<file path="src/rtl/apb_pkg.sv">
// ----------------------------------------------------------------------------
// Module : apb_pkg
// Shared state encoding and default widths for the APB master bridge.
// Rev    : 1.0
// ----------------------------------------------------------------------------
`timescale 1ns/1ps
`default_nettype none

package apb_pkg;

    localparam int APB_DEFAULT_ADDR_WIDTH = 32;
    localparam int APB_DEFAULT_DATA_WIDTH = 32;

    typedef enum logic [1:0] {
        IDLE   = 2'd0,
        SETUP  = 2'd1,
        ACCESS = 2'd2,
        RESP   = 2'd3
    } apb_state_t;

endpackage

`default_nettype wire

</file>
<file path="src/rtl/apb_master_bridge.sv">
// ----------------------------------------------------------------------------
// Module : apb_master_bridge
// Valid/ready command stream to AMBA 3 APB master, one response per command.
// Optional ACCESS-phase timeout enabled by defining APB_MASTER_TIMEOUT_EN.
// Rev    : 1.0
// ----------------------------------------------------------------------------
`timescale 1ns/1ps
`default_nettype none

module apb_master_bridge
    import apb_pkg::*;
#(
    parameter int ADDR_WIDTH     = APB_DEFAULT_ADDR_WIDTH,
    parameter int DATA_WIDTH     = APB_DEFAULT_DATA_WIDTH,
    parameter int TIMEOUT_CYCLES = 256
) (
    input  logic                  pclk,
    input  logic                  presetn,
    input  logic                  cmd_valid,
    output logic                  cmd_ready,
    input  logic [ADDR_WIDTH-1:0] cmd_addr,
    input  logic                  cmd_write,
    input  logic [DATA_WIDTH-1:0] cmd_wdata,
    output logic                  rsp_valid,
    input  logic                  rsp_ready,
    output logic [DATA_WIDTH-1:0] rsp_rdata,
    output logic                  rsp_slverr,
    output logic [ADDR_WIDTH-1:0] paddr,
    output logic                  pselx,
    output logic                  penable,
    output logic                  pwrite,
    output logic [DATA_WIDTH-1:0] pwdata,
    input  logic                  pready,
    input  logic [DATA_WIDTH-1:0] prdata,
    input  logic                  pslverr
);

    if (TIMEOUT_CYCLES < 1) begin : g_bad_timeout
        $error("apb_master_bridge: TIMEOUT_CYCLES must be >= 1");
    end

    apb_state_t            r_state;
    logic                  r_cmd_ready;
    logic                  r_rsp_valid;
    logic [DATA_WIDTH-1:0] r_rsp_rdata;
    logic                  r_rsp_slverr;
    logic [ADDR_WIDTH-1:0] r_paddr;
    logic                  r_psel;
    logic                  r_penable;
    logic                  r_pwrite;
    logic [DATA_WIDTH-1:0] r_pwdata;

`ifdef APB_MASTER_TIMEOUT_EN
    localparam int                 c_CNT_W   = $clog2(TIMEOUT_CYCLES + 1);
    localparam logic [c_CNT_W-1:0] c_TO_LAST = c_CNT_W'(TIMEOUT_CYCLES - 1);
    logic [c_CNT_W-1:0]            r_wait_cnt;
`endif

    always_ff @(posedge pclk or negedge presetn) begin
        if (!presetn) begin
            r_state      <= IDLE;
            r_cmd_ready  <= 1'b0;
            r_rsp_valid  <= 1'b0;
            r_rsp_rdata  <= '0;
            r_rsp_slverr <= 1'b0;
            r_paddr      <= '0;
            r_psel       <= 1'b0;
            r_penable    <= 1'b0;
            r_pwrite     <= 1'b0;
            r_pwdata     <= '0;
`ifdef APB_MASTER_TIMEOUT_EN
            r_wait_cnt   <= '0;
`endif
        end else begin
            case (r_state)
                IDLE: begin
                    if (cmd_valid && r_cmd_ready) begin
                        r_paddr     <= cmd_addr;
                        r_pwrite    <= cmd_write;
                        r_pwdata    <= cmd_wdata;
                        r_cmd_ready <= 1'b0;
                        r_psel      <= 1'b1;
                        r_state     <= SETUP;
                    end else begin
                        r_cmd_ready <= 1'b1;
                    end
                end
                SETUP: begin
                    r_penable  <= 1'b1;
                    r_state    <= ACCESS;
`ifdef APB_MASTER_TIMEOUT_EN
                    r_wait_cnt <= '0;
`endif
                end
                ACCESS: begin
                    if (pready) begin
                        r_psel       <= 1'b0;
                        r_penable    <= 1'b0;
                        r_rsp_valid  <= 1'b1;
                        r_rsp_slverr <= pslverr;
                        r_rsp_rdata  <= r_pwrite ? '0 : prdata;
                        r_state      <= RESP;
                    end
`ifdef APB_MASTER_TIMEOUT_EN
                    // This wait cycle is the last one allowed: abort with an error.
                    else if (r_wait_cnt == c_TO_LAST) begin
                        r_psel       <= 1'b0;
                        r_penable    <= 1'b0;
                        r_rsp_valid  <= 1'b1;
                        r_rsp_slverr <= 1'b1;
                        r_rsp_rdata  <= '0;
                        r_state      <= RESP;
                    end else begin
                        r_wait_cnt   <= r_wait_cnt + 1'b1;
                    end
`endif
                end
                RESP: begin
                    if (rsp_ready) begin
                        r_rsp_valid <= 1'b0;
                        r_cmd_ready <= 1'b1;
                        r_state     <= IDLE;
                    end
                end
                default: r_state <= IDLE;
            endcase
        end
    end

    assign cmd_ready  = r_cmd_ready;
    assign rsp_valid  = r_rsp_valid;
    assign rsp_rdata  = r_rsp_rdata;
    assign rsp_slverr = r_rsp_slverr;
    assign paddr      = r_paddr;
    assign pselx      = r_psel;
    assign penable    = r_penable;
    assign pwrite     = r_pwrite;
    assign pwdata     = r_pwdata;

endmodule

`default_nettype wire
</file>
<file path="config.mk">
export PLATFORM = sky130hd
export DESIGN_NAME = apb_master_bridge
export DESIGN_NICKNAME = d
export VERILOG_FILES = /design/src/rtl/apb_pkg.sv /design/src/rtl/apb_master_bridge.sv
export SDC_FILE = /design/constraint.sdc
export NUM_CORES = 1
export LEC_CHECK = 0
export CORE_MARGIN = 2
export CORE_UTILIZATION = 43
export CTS_CLUSTER_SIZE = 12
export DETAILED_ROUTE_END_ITERATION = 12
export PLACE_DENSITY = 0.92
export SLEW_MARGIN = 20
export SYNTH_ARGS = -nofsm -noshare
export SYNTH_HDL_FRONTEND = slang
export SYNTH_SLANG_ARGS = --single-unit
</file>
<file path="constraint.sdc">
create_clock -name pclk -period 4.2 [get_ports pclk]
set_input_delay 0.84 -clock pclk [delete_from_list [all_inputs] [get_ports pclk]]
set_output_delay 0.84 -clock pclk [all_outputs]
set_load 0.03 [all_outputs]
</file>
======== Word-level counts from Yosys, hierarchy flattened ========
Cells that the tools add are included.
word-level totals
  register bits after elaboration ......... 104
  input bits .............................. 103
  logic and storage cells ................. 44
cells by class
  equal/unequal tests ..................... 6
  mux-type cells .......................... 15
  reductions and logical operators ........ 13
operator list
  cell                                                  count
  two-way mux 32 bit                                    1
  AND reduction 3 bit                                   3
  one-hot mux 1 bit (2 select lines)                    4
  one-hot mux 2 bit (4 select lines)                    1
  AND reduction 2 bit                                   4
  nonzero test 2 bit                                    4
  two-way mux 1 bit                                     6
  two-way mux 2 bit                                     3
  inequality test 2 bit (second input constant)         3
  equality test 2 bit (second input constant)           2
  equality test 2 x 1 -> 1 bit (second input constant)  1
  logical NOT 2 bit                                     1
  logical AND 1 bit                                     1

======== Longest topological paths before layout ========
Gate-level depths: netlist of run 1.
  depth in word-level cells ............... 3
  depth in mapped cells ................... 7
  depth with buffers taken out ............ 5

======== Worst setup path before layout of run 1 ========
OpenSTA, ideal clock, no wires.
  path type ............................... input to register
  start point ............................. input cmd_valid
  end point ............................... register r_paddr[10], in the netlist paddr[10]
  data arrival time ....................... 1.708 ns
  required time ........................... 4.075 ns
  slack ................................... 2.368 ns
  cell stages on the path ................. 4
  path through ............................ nand3_1 > buf_2 > buf_2 > mux2_2
on the way
  longest elaborated chain between the ends .. 2
RTL lines
  what                                  line                     text
  from (decl)                           apb_master_bridge.sv:19  input logic cmd_valid,
  logical AND 1 bit                     apb_master_bridge.sv:77  if (cmd_valid && r_cmd_ready) begin
  AND reduction 2 bit (no source line)  -
  to (signal assigned)                  apb_master_bridge.sv:78  r_paddr <= cmd_addr;
  to (decl)                             apb_master_bridge.sv:47  logic [ADDR_WIDTH-1:0] r_paddr;
Every way passes these cells.
A chain may end at the register's enable or synchronous reset.

======== Worst setup path in the final report of run 1 ========
  start point ............................. register r_pwrite, in the netlist pwrite
  end point ............................... output pwrite
RTL lines
  what                    line                     text
  from (decl)             apb_master_bridge.sv:50  logic r_pwrite;
  from (signal assigned)  apb_master_bridge.sv:79  r_pwrite <= cmd_write;
  to (decl)               apb_master_bridge.sv:31  output logic pwrite,
No word-level cell between the ends.

==> metrics.md, run 1 <==
| Metric | Value |
|---|---|
| Status | `finished clean` |
| H-tree Lvls | `3` |
| Postcts setup bufs | `0` |
| DRT iter0 DRCs | `just under 60` |
| Total CTS buffers | `9` |
| Commonest non-fill, non-tap cells in the layout | `clkdlybuf4s50_1, dfrtp_1, mux2_2` |
| Hold endpoint | `rsp_rdata[12]` |
| Critical path buffer and inverter count | `1` |
| Antenna Cells | `0` |
| Core area | `between 9000 and 10000 sq um` |
| Min-delay src | `rsp_rdata[12]` |
| Root buffer cell | `clkbuf_8` |
| Critical-path cell list | `clkdlybuf4s50_1` |
| Post-route cell area | `6470 sq um` |
| Yosys reg bits | `104` |
| Die area | `10400 sq um` |
| Final wirelength | `10.5 mm` |
| # rows | `35` |
| Final HPWL DP | `7.85 mm` |
| Register area share after synthesis | `a little over three fifths` |
| Worst r2r src | `r_state[0]` |
| Vias in the first global route | `3292` |
| Post-Syn Area | `4130 sq um` |
| Clock Latency Late Sink | `between 0.3 and 0.4 ns` |
| First-pass GRT wire length | `around 16 mm` |
| Setup Crit Path Kind | `register to output pin` |
| Post-Route Setup TNS | `0 ns` |
| WL/cell | `16.2 um` |
| Placed inst area | `6280 sq um` |
| Total number of vias | `3087` |
| R2R setup slack | `1.85 ns` |
| # nets final | `624` |
| GRT Overall Usage | `19.8%` |
| Hold path depth | `2` |
| Hold Violations, Final | `0` |
| Leak | `2.76 nW` |
| PD cells | `828 nW/um^2` |
| Post-route insts no fill | `~650` |
| Fmax | `~350 MHz` |
| Most common cell after layout, fill and taps aside | `clkdlybuf4s50_1` |
| RR Endpoint | `pwdata[7]` |
| Drt via density | `4.76` |
| Drt drc | `0` |
| Max_cap viols | `0` |
| Share of cells above drive strength 1 | `16.8%` |
| Clk buf depth | `2` |
| Synth area leader | `dfrtp_1` |
| RePlAce Congestion | `0.766` |
| Crit path DAT | `2.03 ns` |
| Synth Net Count | `about 420` |
| Worst setup EP type | `output pin` |
| Starting density of the core | `44.5%` |
| Worst path slowest cell | `dfrtp_1` |
| Hold-fix buffers, CTS | `0` |
| Max-slew violations | `0` |
| FF-to-FF path depth | `4` |
| Top Family by Delay on Critical Path | `flip-flops` |
| Syn. warnings | `0` |
| Worst vdd ir | `578 uV` |
| Clock transition at path regs | `0.09 ns` |
| CP Data Required Time | `3.36 ns` |
| Largest net degree at the start of global routing | `69` |
| # IOs | `205` |
| Antenna Nets Post-Route | `0` |
| Syn avg cell area | `13.1 sq um` |
| Area share of the largest cell type after synthesis | `63.0%` |
| Yosys cell types | `18` |
| Post-Synthesis Cells | `314` |
| CP Max Fanout | `34` |
| RSZ-0062 raised after global routing | `false` |
| Cts repair resizes | `0` |
| Placed insts | `632` |
| Clock sink total | `about 100` |
| Worst min path class | `register to register` |
| Drt first pass iters | `4` |
| Leading post-synthesis cells by cell area | `dfrtp_1, mux2_2, nand2b_1` |
| Die X | `between 100 and 150 um` |
| Die Y | `102 um` |
| Worst-margin pin slew | `roughly 0.94 ns` |
| Minimum clock period | `2.87 ns` |
| Initial antenna violation count | `0` |
| CTS tree | `done` |
| PortBufs | `204` |
| Crit path largest cell delay | `0.87 ns` |
| # setup viols final | `0` |
| Grt ovf | `0` |
| Worst clock skew | `0.0203 ns` |
| Area added between synthesis and finish | `56.9%` |
| Startpoint types | `register` |
| Worst slew margin | `37.4%` |
| Final Cycle Share | `68.3%` |
[stage by stage]
stage / power [mW] / worst slack (ns) / util, % / hold slack, ns
after CTS: 5.41 / 1.31 / 69.7 / 0.492
after floorplan: 3.49 / 2.37 / - / 0.544
final: 5.36 / 1.33 / 69.7 / 0.488
after global placement: 4.69 / 1.47 / 67.7 / 0.464
after global routing: 5.65 / 1.14 / 69.7 / 0.516
after detailed placement: 4.80 / 1.39 / 67.7 / 0.469
[per-layer routing]
layer	wire length, um	vias to the layer above	GRT usage (%)
met3	696	23	4.79
li1	-	1452	-
met4	303	0	8.00
met1	3790	1490	21.2
met5	0	-	0
met2	5710	122	37.1
[worst max path at each step]
stage           endpoint  startpoint  slack (ns)  depth (start not counted)
2_1_floorplan  paddr[10]   cmd_valid        2.37                          4
3_3_place_gp   pwdata[7]   cmd_valid        1.47                          3
3_5_place_dp   pwdata[7]   cmd_valid        1.39                          3
4_1_cts           pwrite      pwrite        1.31                          1
5_1_grt           pwrite      pwrite        1.14                          1
6_report          pwrite      pwrite        1.33                          1
[power by group]
group | internal [mW] | switching (mW) | leakage [nW]
Clock | 0.244 | 0.355 | 0.0975
Combinational | 1.37 | 1.60 | 1.41
Sequential | 1.49 | 0.299 | 1.25
Total | 3.10 | 2.26 | 2.76
[layout make-up]
cell class                 count  area (sq um)
inverter                       5          18.8
timing repair buffer         206          2050
tap                          129           161
clock buffer                  11           141
fill                         667          2810
multi-input combinational    188          1450
sequential                   104          2600
clock inverter                 5          48.8
[cell usage after synthesis]
library cell,count
nor2_1,2
o21ai_0,35
a21oi_1,1
mux2_1,1
inv_1,4
o22a_1,1
inv_2,1
a222oi_1,1
mux2i_1,3
a32oi_1,1
dfrtp_1,104
buf_2,8
ha_1,7
mux2_2,66
nand2b_1,32
nand2_1,36
clkbuf_1,9
nand3_1,2
[cell families after synthesis]
group           synth area share [%]
simple gates                    8.55
compound gates                  5.03
fa+ha+maj                       2.12
flops                           63.0
mux                             19.0
buf+inv                         2.24
[registers in the layout, summed over array words and instances, names as in the netlist]
name / count
rsp_rdata: 32
paddr: 32
pwdata: 32
pselx: 1
pwrite: 1
rsp_slverr: 1
r_state: 2
penable: 1
cmd_ready: 1
rsp_valid: 1
Note: power is estimated with default switching activity, not from simulation.
==> run 2, diff against run 1 <==
- CORE_UTILIZATION: 43 -> 40
- PLACE_DENSITY: 0.92 -> 0.87
- clock period: 4.2 -> 2.67 ns (I/O delays scaled with it)
==> run 2 against run 1 <==
Effect of this change: clock power is 56% higher; die area is 7.2% higher; non-clock buffer count up 4; flip-flop and latch count stayed put; sequential share of layout area is 0.34 points lower; count of clock-buffer cells in the layout is 1 lower; critical path type unchanged.
==> metrics.md, run 2 (synthesized netlist as in run 1, its figures left out) <==
| Metric | Value |
|---|---|
| WL/cell | `15.8 um (-2.2%)` |
| Vias in the first global route | `3257 (-1.1%)` |
| DRT iter0 DRCs | `71 (+22%)` |
| Worst-margin pin slew | `0.570 ns (-0.366 ns)` |
| Largest net degree at the start of global routing | `58 (-16%)` |
| Area added between synthesis and finish | `58.2%` |
| CP Data Required Time | `2.14 ns (-1.22 ns)` |
| Antenna Nets Post-Route | `0 (unchanged)` |
| RSZ-0062 raised after global routing | `false` |
| PD cells | `1300 nW/um^2 (+57%)` |
| Clk buf depth | `2 (unchanged)` |
| CP Max Fanout | `4 (-88%)` |
| PortBufs | `204 (unchanged)` |
| Clock sink total | `104 (unchanged)` |
| # setup viols final | `0 (unchanged)` |
| Grt ovf | `0 (unchanged)` |
| Hold Violations, Final | `0 (unchanged)` |
| Final wirelength | `10.4 mm (-0.52%)` |
| Drt drc | `0 (unchanged)` |
| H-tree Lvls | `3 (unchanged)` |
| Critical-path cell list | `clkdlybuf4s50_1` |
| Fillers | `792 (+19%)` |
| Commonest non-fill, non-tap cells in the layout | `clkdlybuf4s50_1, dfrtp_1, mux2_2` |
| Crit path largest cell delay | `0.70 ns (-0.17 ns)` |
| Worst vdd ir | `645 uV (+12%)` |
| Most common cell after layout, fill and taps aside | `clkdlybuf4s50_1` |
| Placed inst area | `6340 sq um (+0.90%)` |
| Top Family by Delay on Critical Path | `buffers and inverters` |
| Drt first pass iters | `4 (unchanged)` |
| Max-slew violations | `0 (unchanged)` |
| RePlAce Congestion | `0.792 (+3.4%)` |
| Status | `finished clean` |
| Hold-fix buffers, CTS | `0 (unchanged)` |
| Share of cells above drive strength 1 | `17.6% (+0.83 points)` |
| Final Cycle Share | `75.8%` |
| First-pass GRT wire length | `16.2 mm (+2.8%)` |
| Startpoint types | `register` |
| Die X | `106 um (+3.5%)` |
| GRT Overall Usage | `18.5% (-1.3 points)` |
| Clock transition at path regs | `0.10 ns (about the same)` |
| Total CTS buffers | `9 (unchanged)` |
| Post-Route Setup TNS | `0 ns (unchanged)` |
| Setup Crit Path Kind | `register to output pin` |
| Cts repair resizes | `0 (unchanged)` |
| Postcts setup bufs | `0 (unchanged)` |
| Core area | `10200 sq um (+9.7%)` |
| Post-route cell area | `6530 sq um (+0.85%)` |
| # rows | `37 (+5.7%)` |
| Worst min path class | `primary input to async pin` |
| Drt via density | `4.66 (-2.1%)` |
| Minimum clock period | `2.03 ns` |
| Worst clock skew | `0.0107 ns (-0.00968 ns)` |
| Crit path DAT | `1.49 ns (-0.54 ns)` |
| Total number of vias | `3073 (-0.45%)` |
| CTS tree | `done` |
| Final HPWL DP | `7.89 mm (+0.39%)` |
| Worst setup EP type | `output pin` |
| Critical path buffer and inverter count | `1 (unchanged)` |
| Die Y | `106 um (+3.5%)` |
| Max_cap viols | `0 (unchanged)` |
| Fmax | `494 MHz` |
| Leak | `2.79 nW (+1.1%)` |
| # IOs | `205 (unchanged)` |
| Die area | `11100 sq um (+7.2%)` |
| Worst path slowest cell | `clkdlybuf4s50_1` |
| # nets final | `628 (+0.64%)` |
| Worst slew margin | `62.0% (+25 points)` |
| Clock Latency Late Sink | `0.35 ns (-0.02 ns)` |
| Starting density of the core | `40.5% (-3.9 points)` |
| Root buffer cell | `clkbuf_8` |
| Antenna Cells | `0 (unchanged)` |
| Initial antenna violation count | `0 (unchanged)` |
-- run 2: cell types whose count changed in the layout (fill, tap and decap cells not counted) --
cell,before,now
buf_12,0,2
buf_4,3,5
clkbuf_1,1,0
clkinv_2,0,1
inv_6,0,1
inv_8,2,1
nand3_2,0,1
nand3_4,1,0
-- run 2: worst paths after layout --
check / start / endpoint / slack (ns) / cells past startpoint
min: presetn / pwdata[19] / 0.16 / 1
min reg2reg: rsp_rdata[18] / rsp_rdata[18] / 0.49 / 2
max: cmd_ready / cmd_ready / 0.64 / 1
max in group asynchronous: presetn / pwdata[2] / 1.85 / 2
max reg2reg: r_state[0] / rsp_rdata[24] / 0.80 / 5
min in group pclk: rsp_rdata[18] / rsp_rdata[18] / 0.49 / 2
-- run 2: final cells by class --
cell class | count | area (sq um) | area share, %
flip-flops and latches | 104 | 2600 | 39.9
repair buffers | 210 | 2110 | 32.3
multi-input cells | 188 | 1440 | 22.1
well taps | 136 | 170 | 2.61
clock buffers | 10 | 138 | 2.11
clock inverters | 6 | 51.3 | 0.786
inverters | 5 | 18.8 | 0.287
-- run 2: routing by layer --
layer	wire length, um	global-route usage [%]	up-vias
li1	-	-	1460
met1	4190	22.0	1480
met2	5490	33.4	118
met3	588	4.08	15
met4	165	5.64	0
met5	0	0	-
-- run 2: power breakdown --
group          internal (mW)  switching [mW]  total [mW]
Clock                  0.379           0.555       0.934
Sequential              2.35           0.425        2.78
Combinational           2.17            2.58        4.75
Total                   4.90            3.56        8.46
-- run 2: through the flow --
step	util, %	power, mW	hold slack, ns	instances	setup WS [ns]
finish	64.1	8.46	0.156	659	0.645
global route	64.1	8.91	0.180	659	0.589
CTS	64.1	8.55	0.164	659	0.626
detailed placement	62.3	7.59	0.474	643	0.496
global placement	62.3	7.45	0.463	643	0.563
floorplan	-	5.49	0.238	314	0.954
-- run 2: worst register-to-register path, stage by stage (launching register included) --
cell and delay, ns:
dfrtp_1 0.42, inv_1 0.13, ha_1 0.28, nand2_2 0.34, buf_4 0.41, o21ai_0 0.16
